File: src/rtl/palette_pkg.sv
// Shared types and constants for the palette video output stage:
// FSM states, luma weights and the built-in 16-entry default palette.
package palette_pkg;

   typedef enum logic {INIT = 1'b0, RUN = 1'b1} pal_state_t;

   // Luma approximation y = (2R + 5G + B) >> 3
   localparam int LUMA_R  = 2;
   localparam int LUMA_G  = 5;
   localparam int LUMA_B  = 1;
   localparam int LUMA_SH = 3;

   // Channel width the default table is authored in
   localparam int BASE_CH_W = 6;

   // Default EG2000-style palette, {R,G,B} at 6 bits per channel.
   // Larger index widths wrap onto the same 16 colours.
   function automatic logic [3*BASE_CH_W-1:0] pal_default(input int unsigned idx);
      logic [3*BASE_CH_W-1:0] e;
      case (idx % 16)
         0:       e = {6'h17, 6'h17, 6'h17};
         1:       e = {6'h3F, 6'h0C, 6'h0C};
         2:       e = {6'h0C, 6'h3F, 6'h0C};
         3:       e = {6'h3A, 6'h3A, 6'h3A};
         4:       e = {6'h0C, 6'h0C, 6'h3F};
         5:       e = {6'h3F, 6'h3F, 6'h0C};
         6:       e = {6'h0C, 6'h3F, 6'h3F};
         7:       e = {6'h3F, 6'h0C, 6'h3F};
         8:       e = {6'h25, 6'h25, 6'h25};
         9:       e = {6'h2A, 6'h15, 6'h00};
         10:      e = {6'h15, 6'h2A, 6'h00};
         11:      e = {6'h00, 6'h15, 6'h2A};
         12:      e = {6'h30, 6'h20, 6'h10};
         13:      e = {6'h10, 6'h20, 6'h30};
         14:      e = {6'h20, 6'h10, 6'h30};
         default: e = {6'h3F, 6'h3F, 6'h3F};
      endcase
      return e;
   endfunction

endpackage

File: src/rtl/palette_video_out_if.sv
// Bundles the core-side video inputs, host palette port and VGA-side outputs.
// master = core/host side, slave = palette_video_out.
interface palette_video_out_if #(
   parameter int IDX_W = 4,
   parameter int CH_W  = 6,
   parameter int OUT_W = 8
);
   logic                ce_pix;
   logic                pixel;
   logic [IDX_W-1:0]    color;
   logic                hs, vs, hb, vb;
   logic                mono;
   logic                pal_wr;
   logic [IDX_W-1:0]    pal_addr;
   logic [3*CH_W-1:0]   pal_data;
   logic                pal_busy;
   logic [OUT_W-1:0]    VGA_R, VGA_G, VGA_B;
   logic                VGA_HS, VGA_VS, VGA_HB, VGA_VB;
   logic                CE_PIXEL;

   modport master (
      output ce_pix, pixel, color, hs, vs, hb, vb, mono, pal_wr, pal_addr, pal_data,
      input  pal_busy, VGA_R, VGA_G, VGA_B, VGA_HS, VGA_VS, VGA_HB, VGA_VB, CE_PIXEL
   );

   modport slave (
      input  ce_pix, pixel, color, hs, vs, hb, vb, mono, pal_wr, pal_addr, pal_data,
      output pal_busy, VGA_R, VGA_G, VGA_B, VGA_HS, VGA_VS, VGA_HB, VGA_VB, CE_PIXEL
   );
endinterface

File: src/rtl/palette_ram.sv
// 1W/1R synchronous palette RAM. Read-first: a same-cycle write to the
// address being read returns the old entry.
module palette_ram #(
   parameter int AW = 4,
   parameter int DW = 18
) (
   input  logic          clk_sys,
   input  logic          i_we,
   input  logic [AW-1:0] i_waddr,
   input  logic [DW-1:0] i_wdata,
   input  logic [AW-1:0] i_raddr,
   output logic [DW-1:0] o_rdata
);
   logic [DW-1:0] r_mem [2**AW];

   // Write port and registered read of the pre-write contents
   always_ff @(posedge clk_sys) begin
      if (i_we) r_mem[i_waddr] <= i_wdata;
      o_rdata <= r_mem[i_raddr];
   end
endmodule

File: src/rtl/palette_video_out.sv
// Palette lookup video output: default-reload FSM, power-on hold counter,
// and a fixed 2-cycle pipeline (RAM read, then scale/mono/blank).
module palette_video_out
   import palette_pkg::*;
#(
   parameter int IDX_W   = 4,
   parameter int CH_W    = 6,
   parameter int OUT_W   = 8,
   parameter int POR_CYC = 32
) (
   input  logic              clk_sys,
   input  logic              reset,
   palette_video_out_if.slave bus,
   output logic              power_ok
);
   localparam int DEPTH = 2**IDX_W;
   localparam int EW    = 3*CH_W;
   localparam int PW    = $clog2(POR_CYC+1);
   localparam int LW    = CH_W+3;
   localparam int REP6  = CH_W/BASE_CH_W + 1;
   localparam int REPO  = OUT_W/CH_W + 1;

   // Map a 6-bit table channel onto CH_W bits (truncate or MSB-replicate)
   function automatic logic [CH_W-1:0] fit_ch(input logic [BASE_CH_W-1:0] c);
      return CH_W'({REP6{c}} >> (REP6*BASE_CH_W - CH_W));
   endfunction

   function automatic logic [EW-1:0] default_entry(input int unsigned idx);
      logic [3*BASE_CH_W-1:0] e6;
      e6 = pal_default(idx);
      return {fit_ch(e6[17:12]), fit_ch(e6[11:6]), fit_ch(e6[5:0])};
   endfunction

   // Widen a channel to OUT_W by repeating its MSBs into the low bits
   function automatic logic [OUT_W-1:0] scale(input logic [CH_W-1:0] c);
      return OUT_W'({REPO{c}} >> (REPO*CH_W - OUT_W));
   endfunction

   pal_state_t       r_state, w_state_nxt;
   logic [IDX_W-1:0] r_init_ptr, w_init_ptr_nxt;
   logic             w_busy;
   logic             w_we;
   logic [IDX_W-1:0] w_waddr;
   logic [EW-1:0]    w_wdata;
   logic [EW-1:0]    w_rdata;
   logic [PW-1:0]    r_por_cnt;

   logic r_s1_pixel, r_s1_mono, r_s1_busy;
   logic r_s1_hs, r_s1_vs, r_s1_hb, r_s1_vb, r_s1_ce;

   logic [CH_W-1:0] w_ch_r, w_ch_g, w_ch_b, w_y;
   logic [LW-1:0]   w_luma_sum;
   logic            w_blank;

   // Reload FSM state register; reset always restarts the reload from entry 0
   always_ff @(posedge clk_sys) begin
      if (reset) begin
         r_state    <= INIT;
         r_init_ptr <= '0;
      end else begin
         r_state    <= w_state_nxt;
         r_init_ptr <= w_init_ptr_nxt;
      end
   end

   // Next-state: walk every entry once, then hand the RAM to the host
   always_comb begin
      w_state_nxt    = r_state;
      w_init_ptr_nxt = r_init_ptr;
      case (r_state)
         INIT: begin
            w_init_ptr_nxt = r_init_ptr + 1'b1;
            if (r_init_ptr == IDX_W'(DEPTH-1)) begin
               w_state_nxt    = RUN;
               w_init_ptr_nxt = '0;
            end
         end
         default: ;
      endcase
   end

   assign w_busy       = (r_state == INIT);
   assign bus.pal_busy = w_busy;

   // Write port mux: defaults during reload, host writes otherwise
   always_comb begin
      w_we    = !reset && (w_busy || bus.pal_wr);
      w_waddr = bus.pal_addr;
      w_wdata = bus.pal_data;
      if (w_busy) begin
         w_waddr = r_init_ptr;
         w_wdata = default_entry(32'(r_init_ptr));
      end
   end

   palette_ram #(.AW(IDX_W), .DW(EW)) u_ram (
      .clk_sys (clk_sys),
      .i_we    (w_we),
      .i_waddr (w_waddr),
      .i_wdata (w_wdata),
      .i_raddr (bus.color),
      .o_rdata (w_rdata)
   );

   // Power-on hold counter, saturates at POR_CYC
   always_ff @(posedge clk_sys) begin
      if (reset)                          r_por_cnt <= '0;
      else if (r_por_cnt != PW'(POR_CYC)) r_por_cnt <= r_por_cnt + 1'b1;
   end

   assign power_ok = (r_por_cnt == PW'(POR_CYC));

   // Stage 1: align controls and syncs with the RAM read data
   always_ff @(posedge clk_sys) begin
      if (reset) begin
         {r_s1_pixel, r_s1_mono, r_s1_busy} <= '0;
         {r_s1_hs, r_s1_vs, r_s1_hb, r_s1_vb, r_s1_ce} <= '0;
      end else begin
         r_s1_pixel <= bus.pixel;
         r_s1_mono  <= bus.mono;
         r_s1_busy  <= w_busy;
         r_s1_hs    <= bus.hs;
         r_s1_vs    <= bus.vs;
         r_s1_hb    <= bus.hb;
         r_s1_vb    <= bus.vb;
         r_s1_ce    <= bus.ce_pix;
      end
   end

   assign w_ch_r     = w_rdata[EW-1 -: CH_W];
   assign w_ch_g     = w_rdata[2*CH_W-1 -: CH_W];
   assign w_ch_b     = w_rdata[CH_W-1:0];
   assign w_luma_sum = LW'(LUMA_R) * LW'(w_ch_r) + LW'(LUMA_G) * LW'(w_ch_g)
                     + LW'(LUMA_B) * LW'(w_ch_b);
   assign w_y        = CH_W'(w_luma_sum >> LUMA_SH);
   assign w_blank    = !r_s1_pixel || r_s1_hb || r_s1_vb || r_s1_busy;

   // Stage 2: scale/mono/blank into the output registers, syncs follow
   always_ff @(posedge clk_sys) begin
      if (reset) begin
         bus.VGA_R <= '0;
         bus.VGA_G <= '0;
         bus.VGA_B <= '0;
         {bus.VGA_HS, bus.VGA_VS, bus.VGA_HB, bus.VGA_VB, bus.CE_PIXEL} <= '0;
      end else begin
         if (w_blank) begin
            bus.VGA_R <= '0;
            bus.VGA_G <= '0;
            bus.VGA_B <= '0;
         end else if (r_s1_mono) begin
            bus.VGA_R <= scale(w_y);
            bus.VGA_G <= scale(w_y);
            bus.VGA_B <= scale(w_y);
         end else begin
            bus.VGA_R <= scale(w_ch_r);
            bus.VGA_G <= scale(w_ch_g);
            bus.VGA_B <= scale(w_ch_b);
         end
         bus.VGA_HS   <= r_s1_hs;
         bus.VGA_VS   <= r_s1_vs;
         bus.VGA_HB   <= r_s1_hb;
         bus.VGA_VB   <= r_s1_vb;
         bus.CE_PIXEL <= r_s1_ce;
      end
   end
endmodule

File: src/flat_wrapper.sv
// flat-port wrapper written by rule: the top's interface ports become plain ports
module palette_video_out_flat import palette_pkg::*;
#(
   parameter int IDX_W   = 4,
   parameter int CH_W    = 6,
   parameter int OUT_W   = 8,
   parameter int POR_CYC = 32
)
  (clk_sys, reset, power_ok, bus_ce_pix, bus_pixel, bus_color, bus_hs, bus_vs, bus_hb, bus_vb, bus_mono, bus_pal_wr, bus_pal_addr, bus_pal_data, bus_pal_busy, bus_VGA_R, bus_VGA_G, bus_VGA_B, bus_VGA_HS, bus_VGA_VS, bus_VGA_HB, bus_VGA_VB, bus_CE_PIXEL);
  palette_video_out_if #(.IDX_W(IDX_W), .CH_W(CH_W), .OUT_W(OUT_W)) bus_i ();
  input  logic clk_sys;
  input  logic reset;
  output logic power_ok;
  input wire logic [$bits(bus_i.ce_pix)-1:0] bus_ce_pix;
  input wire logic [$bits(bus_i.pixel)-1:0] bus_pixel;
  input wire logic [$bits(bus_i.color)-1:0] bus_color;
  input wire logic [$bits(bus_i.hs)-1:0] bus_hs;
  input wire logic [$bits(bus_i.vs)-1:0] bus_vs;
  input wire logic [$bits(bus_i.hb)-1:0] bus_hb;
  input wire logic [$bits(bus_i.vb)-1:0] bus_vb;
  input wire logic [$bits(bus_i.mono)-1:0] bus_mono;
  input wire logic [$bits(bus_i.pal_wr)-1:0] bus_pal_wr;
  input wire logic [$bits(bus_i.pal_addr)-1:0] bus_pal_addr;
  input wire logic [$bits(bus_i.pal_data)-1:0] bus_pal_data;
  output wire logic [$bits(bus_i.pal_busy)-1:0] bus_pal_busy;
  output wire logic [$bits(bus_i.VGA_R)-1:0] bus_VGA_R;
  output wire logic [$bits(bus_i.VGA_G)-1:0] bus_VGA_G;
  output wire logic [$bits(bus_i.VGA_B)-1:0] bus_VGA_B;
  output wire logic [$bits(bus_i.VGA_HS)-1:0] bus_VGA_HS;
  output wire logic [$bits(bus_i.VGA_VS)-1:0] bus_VGA_VS;
  output wire logic [$bits(bus_i.VGA_HB)-1:0] bus_VGA_HB;
  output wire logic [$bits(bus_i.VGA_VB)-1:0] bus_VGA_VB;
  output wire logic [$bits(bus_i.CE_PIXEL)-1:0] bus_CE_PIXEL;
  assign bus_i.ce_pix = bus_ce_pix;
  assign bus_i.pixel = bus_pixel;
  assign bus_i.color = bus_color;
  assign bus_i.hs = bus_hs;
  assign bus_i.vs = bus_vs;
  assign bus_i.hb = bus_hb;
  assign bus_i.vb = bus_vb;
  assign bus_i.mono = bus_mono;
  assign bus_i.pal_wr = bus_pal_wr;
  assign bus_i.pal_addr = bus_pal_addr;
  assign bus_i.pal_data = bus_pal_data;
  assign bus_pal_busy = bus_i.pal_busy;
  assign bus_VGA_R = bus_i.VGA_R;
  assign bus_VGA_G = bus_i.VGA_G;
  assign bus_VGA_B = bus_i.VGA_B;
  assign bus_VGA_HS = bus_i.VGA_HS;
  assign bus_VGA_VS = bus_i.VGA_VS;
  assign bus_VGA_HB = bus_i.VGA_HB;
  assign bus_VGA_VB = bus_i.VGA_VB;
  assign bus_CE_PIXEL = bus_i.CE_PIXEL;
  palette_video_out #(.IDX_W(IDX_W), .CH_W(CH_W), .OUT_W(OUT_W), .POR_CYC(POR_CYC)) u_core (.clk_sys(clk_sys), .reset(reset), .bus(bus_i), .power_ok(power_ok));
endmodule
File: config.mk
export PLATFORM = sky130hd
export DESIGN_NAME = palette_video_out_flat
export DESIGN_NICKNAME = d
export VERILOG_FILES = /design/src/rtl/palette_pkg.sv /design/src/rtl/palette_video_out_if.sv /design/src/rtl/palette_ram.sv /design/src/rtl/palette_video_out.sv /design/src/flat_wrapper.sv
export SDC_FILE = /design/constraint.sdc
export NUM_CORES = 1
export LEC_CHECK = 0
export ABC_AREA = 1
export CAP_MARGIN = 30
export CORE_MARGIN = 4
export CORE_UTILIZATION = 35
export CTS_CLUSTER_SIZE = 16
export DETAILED_ROUTE_END_ITERATION = 10
export PLACE_DENSITY_LB_ADDON = 0.12
export SYNTH_ARGS = -nofsm -noshare
export SYNTH_HDL_FRONTEND = slang
export SYNTH_HIERARCHICAL = 1
export SYNTH_SLANG_ARGS = --single-unit
File: constraint.sdc
create_clock -name clk_sys -period 6 [get_ports clk_sys]
set_clock_uncertainty 0.05 [all_clocks]
set_input_delay 1.2 -clock clk_sys [delete_from_list [all_inputs] [get_ports clk_sys]]
set_output_delay 1.2 -clock clk_sys [all_outputs]
set_load 0.02 [all_outputs]
==> impl_metrics.env, run 1 <==
export IMPL_vias=10805
export IMPL_holdBufCountCts=0
export IMPL_regArea_um2=10200
export IMPL_worstPathArrival_ps=3670
export IMPL_placed_cell_area_um2=17200
export IMPL_status="finished, final reports clean"
export IMPL_fp_dieH_um=222
export IMPL_hp_class="register to register"
export IMPL_synth_area_um2=16000
export IMPL_antenna_cells=0
export IMPL_clk_path_buf_depth=3
export IMPL_fillers=4482
export IMPL_io_pins=67
export IMPL_synthTopCellsByArea="edfxtp_1 54%, nand2_1 13%, dfxtp_1 9.7%, nand3_1 7.3%, inv_1 6.6%"
export IMPL_routed_wirelength_um=39600
export IMPL_ir_drop_mv=0.218
export IMPL_period_share=0.576
export IMPL_path_clk_slew_ps=60
export IMPL_start_util=0.353
export IMPL_synthDistinctLibCells=37
export IMPL_fin_area_um2=18500
export IMPL_crit_fanout=19
export IMPL_clockRootBuffer="clkbuf_16"
export IMPL_yosysTopAreaCell="edfxtp_1"
export IMPL_nets=1776
export IMPL_ys_flop_type="edfxtp_1"
export IMPL_power_density_nw_per_um2=325
export IMPL_first_global_vias=10818
export IMPL_die_width_um=222
export IMPL_fmax_mhz=290
export IMPL_cts_buffers_inserted=42
export IMPL_tns_ps=0
export IMPL_p_total_uw=6030
export IMPL_rows=78
export IMPL_port_buffer_count=66
export IMPL_synthArstFlopShare=0
export IMPL_globalRouteOverflowTotal=0
export IMPL_max_slew_worst_pin_slew_ps=967
export IMPL_critPathKind="input port to register"
export IMPL_antenna_found_initial=1
export IMPL_fp_dieArea_um2=49300
export IMPL_relSlewSlack=0.355
export IMPL_dr_pass1_iters=5
export IMPL_place_hpwl_um=24100
export IMPL_drive_above_1_share=0.0730
export IMPL_setup_viol=0
export IMPL_post_cts_resized=0
export IMPL_synthCells=1646
export IMPL_insertion_delay_ps=550
export IMPL_synth_top_cell_area_share=0.539
export IMPL_worstSetupEndpointType="register"
export IMPL_place_congestion=0.818
export IMPL_ant_nets=0
export IMPL_syn_nets=1716
export IMPL_grt_pass1_wl_um=62300
export IMPL_synth_edf_count=288
export IMPL_grt_use_total=0.162
export IMPL_synth_seq_area_share=0.637
export IMPL_post_cts_setup_buffer_count=0
export IMPL_avgSynthCellArea_um2=9.74
export IMPL_wire_per_inst_um=16.9
export IMPL_drc=0
export IMPL_synth_common_cells="535 x nand2_1, 288 x edfxtp_1, 283 x inv_1, 233 x nand3_1, 78 x dfxtp_1"
export IMPL_synth_most_common_cell="nand2_1"
export IMPL_h_tree_depth=2
export IMPL_cts_sinks=366
export IMPL_multiInputGateArea_um2=4310
export IMPL_fin_crit_ps=3450
export IMPL_drv_cap=0
export IMPL_grt_max_degree=78
export IMPL_cts_tree="built"
export IMPL_ys_seq_elements=366
export IMPL_slew_viol_final=0
export IMPL_worstSetupStartpointType="input port"
export IMPL_syn_to_final_growth_pct=15.6
export IMPL_p_leak_uw=0.00800
export IMPL_grt_setup_unrepaired="no"
export IMPL_routed_via_density=4.62
export IMPL_core_um2=45400
export IMPL_yosys_warnings=6
export IMPL_required_ps=6210
export IMPL_drt_iter0_drc=750
export IMPL_hold_viol_final=0
[worst max-delay path: stages]
cell and delay [ps]:
clkdlybuf4s50_1 840, inv_8 270, nand2_4 70, nand2_1 190
nand3_1 260, nor2_2 590, buf_8 230
[metal layers]
| layer | vias to the layer above | global-route usage | share of wire | wire [um] |
|---|---|---|---|---|
| li1 | 5342 | - | - | - |
| met1 | 5171 | 0.222 | 0.46 | 18400 |
| met2 | 230 | 0.266 | 0.47 | 18500 |
| met3 | 62 | 0.0245 | 0.044 | 1740 |
| met4 | 0 | 0.0500 | 0.024 | 942 |
| met5 | - | 0 | 0 | 0 |
[placed cells by master, fill, tap and decap left out, types with 2 or more instances in the layout]
master	netlist	final
clkinvlp_4	0	2
nand4_1	2	2
clkbuf_16	0	43
xnor2_1	2	2
xor2_1	2	2
clkbuf_1	14	12
clkinv_2	0	12
a21oi_1	26	26
or2_2	2	2
fa_1	9	9
clkdlybuf4s50_1	0	63
o21ai_1	2	2
nand3_1	233	233
buf_2	32	2
inv_1	283	283
nor2_1	44	28
ha_1	25	25
inv_4	2	2
o21ai_2	3	3
nand2_2	3	3
nor3_1	2	2
nand2_1	535	535
buf_4	9	18
clkinv_1	2	8
o21ai_0	13	13
nor2_2	1	17
edfxtp_1	288	288
buf_8	0	7
dfxtp_1	78	78
inv_2	4	3
nand3_2	2	2
[through the flow]
stage                util  setup WS (ps)  instances  hold slack [ps]
floorplan               -           3050       1646              338
global placement    0.378           1760       2254              348
detailed placement  0.380           1770       2260              348
CTS                 0.408           2350       2337              359
global route        0.408           2320       2339              378
finish              0.408           2550       2339              356
[path summary, 6_finish.rpt]
path,start,endpoint,slack [ps],cells after the start
worst min-delay path,u_core/r_s1_hs$_SDFF_PP0_,u_core/bus.VGA_HS$_SDFF_PP0_,360,2
worst min register to register,u_core/r_s1_hs$_SDFF_PP0_,u_core/bus.VGA_HS$_SDFF_PP0_,360,2
worst max-delay path,reset,u_core/u_ram/r_mem[15][2]$_DFFE_PP_,2550,7
worst max register to register,u_core/u_ram/o_rdata[8]$_DFF_P_,u_core/bus.VGA_R[6]$_SDFF_PP0_,2980,13
[cell families after synthesis]
logic type	share of synthesized area
fa+ha+maj	0.0307
simple gates	0.217
xor+xnor	0.00218
flops	0.637
buf+inv	0.0974
compound gates	0.0162
[area by class of cell]
cell class | count | area share
clock buffers | 56 | 0.0612
clock inverters | 21 | 0.00709
inverters | 292 | 0.0599
multi-input cells | 913 | 0.232
flip-flops and latches | 366 | 0.551
well taps | 600 | 0.0405
repair buffers | 91 | 0.0481
[power breakdown]
group          internal [uW]  switching [uW]  leakage, uW
sequential              2880            33.6      0.00321
clock                   1370            1010     0.000623
combinational            230             507      0.00417
[flip-flops by register name (all words and copies together), names as in the netlist, named ones only]
signal	flops
u_core/bus.VGA_B	6
u_core/r_s1_busy	1
u_core/r_s1_hb	1
u_core/r_state	1
u_core/r_s1_ce	1
u_core/r_por_cnt	6
u_core/bus.VGA_VS	1
u_core/bus.VGA_G	6
u_core/r_s1_hs	1
u_core/r_s1_mono	1
u_core/r_s1_pixel	1
u_core/bus.VGA_HS	1
u_core/u_ram/o_rdata	18
u_core/bus.VGA_VB	1
u_core/u_ram/r_mem	288
u_core/r_init_ptr	4
u_core/r_s1_vs	1
u_core/bus.VGA_HB	1
u_core/bus.VGA_R	6
u_core/r_s1_vb	1
u_core/bus.CE_PIXEL	1
(Power assumes the default switching activity.)
==> run 2, diff against run 1 <==
==> constraint.sdc (replaced) <==
create_clock -name clk_sys -period 2.8 [get_ports clk_sys]
set_clock_uncertainty 0.05 [all_clocks]
set_input_delay 0.56 -clock clk_sys [delete_from_list [all_inputs] [get_ports clk_sys]]
set_output_delay 0.56 -clock clk_sys [all_outputs]
set_load 0.02 [all_outputs]
==> run 2 against run 1 <==
Net effect:
- the flow now finishes with violations (setup timing)
- global-route usage rose by 0.28 points
- register-to-register slack lost 3000 ps
- first-iteration DRC count shrank 19%
- via count about the same
- combinational power rose to 2.7 times the previous value
- final area grew 3.4%
- routed wire length is 3.7% higher
- largest cell class unchanged
- highest routed layer unchanged
==> impl_metrics.env, run 2 (synthesis gave the netlist of run 1 again) <==
export IMPL_status="finished with violations"
export IMPL_violations="setup timing"
export IMPL_place_congestion=0.798
export IMPL_h_tree_depth=2
export IMPL_core_um2=45400
export IMPL_fp_dieH_um=222
export IMPL_path_cells="ha_4 -> inv_2 -> fa_1 -> fa_1 -> buf_4 -> fa_2 -> inv_2 -> nand2_2 -> nand2_2 -> nand2_2 -> xnor2_2 -> nand2_2 -> a21oi_2"
export IMPL_crit_path_max_incr_delay_ps=530
export IMPL_holdBufCountCts=0
export IMPL_path_clk_slew_ps=60
export IMPL_port_buffer_count=66
export IMPL_regToRegSetupSlack_ps=-60
export IMPL_globalRouteOverflowTotal=0
export IMPL_grt_use_total=0.164
export IMPL_relSlewSlack=0.484
export IMPL_ir_drop_mv=0.377
export IMPL_clockPowerShare=0.398
export IMPL_cts_buffers_inserted=42
export IMPL_wl_met2_um=19100
export IMPL_worstSetupEndpointType="register"
export IMPL_power_density_nw_per_um2=711
export IMPL_fmax_mhz=350
export IMPL_mostFrequentLayoutCells="529 x nand2_1, 288 x edfxtp_1, 278 x inv_1, 228 x nand3_1, 75 x dfxtp_1"
export IMPL_worstPathArrival_ps=3280
export IMPL_dr_pass1_iters=5
export IMPL_hp_class="register to register"
export IMPL_reg2reg_from="u_core/u_ram/o_rdata[9]$_DFF_P_"
export IMPL_final_common_cell="nand2_1"
export IMPL_switchingPower_uw=3460
export IMPL_antenna_found_initial=1
export IMPL_drive_above_1_share=0.114
export IMPL_path_common_cell="nand2_2"
export IMPL_rows=78
export IMPL_insertion_delay_ps=560
export IMPL_required_ps=3220
export IMPL_ant_nets=0
export IMPL_cts_tree="built"
export IMPL_routed_via_density=4.55
export IMPL_r2r_cells=13
export IMPL_wire_per_inst_um=17.3
export IMPL_drv_cap=0
export IMPL_first_global_vias=10671
export IMPL_fin_crit_ps=2860
export IMPL_start_util=0.353
export IMPL_fp_dieArea_um2=49300
export IMPL_slew_viol_final=0
export IMPL_placed_cell_area_um2=17600
export IMPL_max_slew_worst_pin_slew_ps=773
export IMPL_period_share=1.02
export IMPL_crit_fanout=3
export IMPL_routed_top_layer="met4"
export IMPL_setup_ws_ps=-55.9
export IMPL_fillers=4421
export IMPL_grt_setup_unrepaired="yes"
export IMPL_vias=10808
export IMPL_p_leak_uw=0.00827
export IMPL_route_met3_wl_um=2130
export IMPL_worstSetupStartpointType="register"
export IMPL_hold_ws_ps=350
export IMPL_routed_wirelength_um=41100
export IMPL_crit_path_end="u_core/bus.VGA_R[5]$_SDFF_PP0_"
export IMPL_clockRootBuffer="clkbuf_16"
export IMPL_drc=0
export IMPL_combPwrFrac=0.145
export IMPL_p_sw_frac=0.254
export IMPL_io_pins=67
export IMPL_r2r_end="u_core/bus.VGA_R[5]$_SDFF_PP0_"
export IMPL_min_from="u_core/r_s1_ce$_SDFF_PP0_"
export IMPL_clk_path_buf_depth=3
export IMPL_largest_reg_flops=288
export IMPL_nets=1812
export IMPL_syn_to_final_growth_pct=19.5
export IMPL_wl_met1_um=19100
export IMPL_die_width_um=222
export IMPL_startpoint="u_core/u_ram/o_rdata[9]$_DFF_P_"
export IMPL_hold_viol_final=0
export IMPL_final_core_util=0.422
export IMPL_place_hpwl_um=25400
export IMPL_intPower_uw=10200
export IMPL_drt_iter0_drc=611
export IMPL_cts_sinks=366
export IMPL_grt_pass1_wl_um=62800
export IMPL_p_total_uw=13600
export IMPL_largest_register="u_core/u_ram/r_mem"
export IMPL_setup_viol=9
export IMPL_p_seq_frac=0.457
export IMPL_grt_max_degree=95
export IMPL_critPathKind="register to register"
export IMPL_fin_area_um2=19200
export IMPL_top_regs="u_core/u_ram/r_mem (288), u_core/u_ram/o_rdata (18)"
export IMPL_cp_slowest_cell="fa_1"
-- run 2: cell count changes in the layout (fill, tap and decap cells not counted), sizes merged --
cell           change
buf               +36
clkinv             -5
bufinv             +3
inv                +2
clkbuf             +1
clkdlybuf4s50      -1
clkinvlp           -1
diode              +1
dlygate4sd2        +1
-- run 2: layer usage --
metal  vias to the layer above  GRT usage
met4                         0     0.0468
met5                         -          0
li1                       5428          -
met3                        55     0.0301
met1                      5093      0.228
met2                       232      0.267
-- run 2: through the flow --
| stage | setup TNS [ps] | worst slack, ps | cells |
|---|---|---|---|
| 3_3_place_gp | -249 | -55.1 | 2293 |
| 5_1_grt | -1520 | -169 | 2375 |
| 3_5_place_dp | -504 | -106 | 2293 |
| 4_1_cts | 0 | 4.85 | 2372 |
| 6_report | -352 | -55.9 | 2376 |
| 2_1_floorplan | 0 | 148 | 1646 |
-- run 2: critical path, delay by kind of cell (launching register included) --
kind | cells | cell delay, ps
XOR/XNOR | 1 | 150
AND/OR/NAND/NOR | 4 | 290
adder cells (fa/ha/maj) | 4 | 1560
buffers and inverters | 3 | 250
flip-flops | 1 | 340
AO/OA/AOI/OAI | 1 | 140
-- run 2: layout make-up --
cell class | instances | area [um^2] | share of cell area
diodes | 1 | 2.50 | 0.000131
clock buffers | 57 | 1160 | 0.0605
clock inverters | 20 | 203 | 0.0106
inverters | 292 | 1110 | 0.0578
multi-input cells | 913 | 4490 | 0.234
flip-flops and latches | 366 | 10200 | 0.533
well taps | 600 | 751 | 0.0392
repair buffers | 127 | 1240 | 0.0648
-- run 2: worst min-delay path by stage --
stage                                           to  slack (ps)  depth (start not counted)
floorplan           u_core/bus.CE_PIXEL$_SDFF_PP0_         340                          2
global placement    u_core/bus.CE_PIXEL$_SDFF_PP0_         340                          2
detailed placement  u_core/bus.CE_PIXEL$_SDFF_PP0_         340                          2
CTS                 u_core/bus.CE_PIXEL$_SDFF_PP0_         350                          2
global route          u_core/bus.VGA_HS$_SDFF_PP0_         370                          2
finish              u_core/bus.CE_PIXEL$_SDFF_PP0_         350                          2
-- run 2: timing repair --
item                                    CTS  global route
resized for setup                        14            29
endpoints found under the setup margin    7            15
pin swaps                                 5            11
buffers inserted                          2             3
-- run 2: power groups by stage --
stage / clock, uW / sequential, uW / combinational (uW)
after floorplan: 0 / 6340 / 1060
final: 5420 / 6230 / 1980
after global routing: 5810 / 6250 / 2200
after CTS: 5590 / 6230 / 1740
after detailed placement: 0 / 6350 / 1650
after global placement: 0 / 6340 / 1640
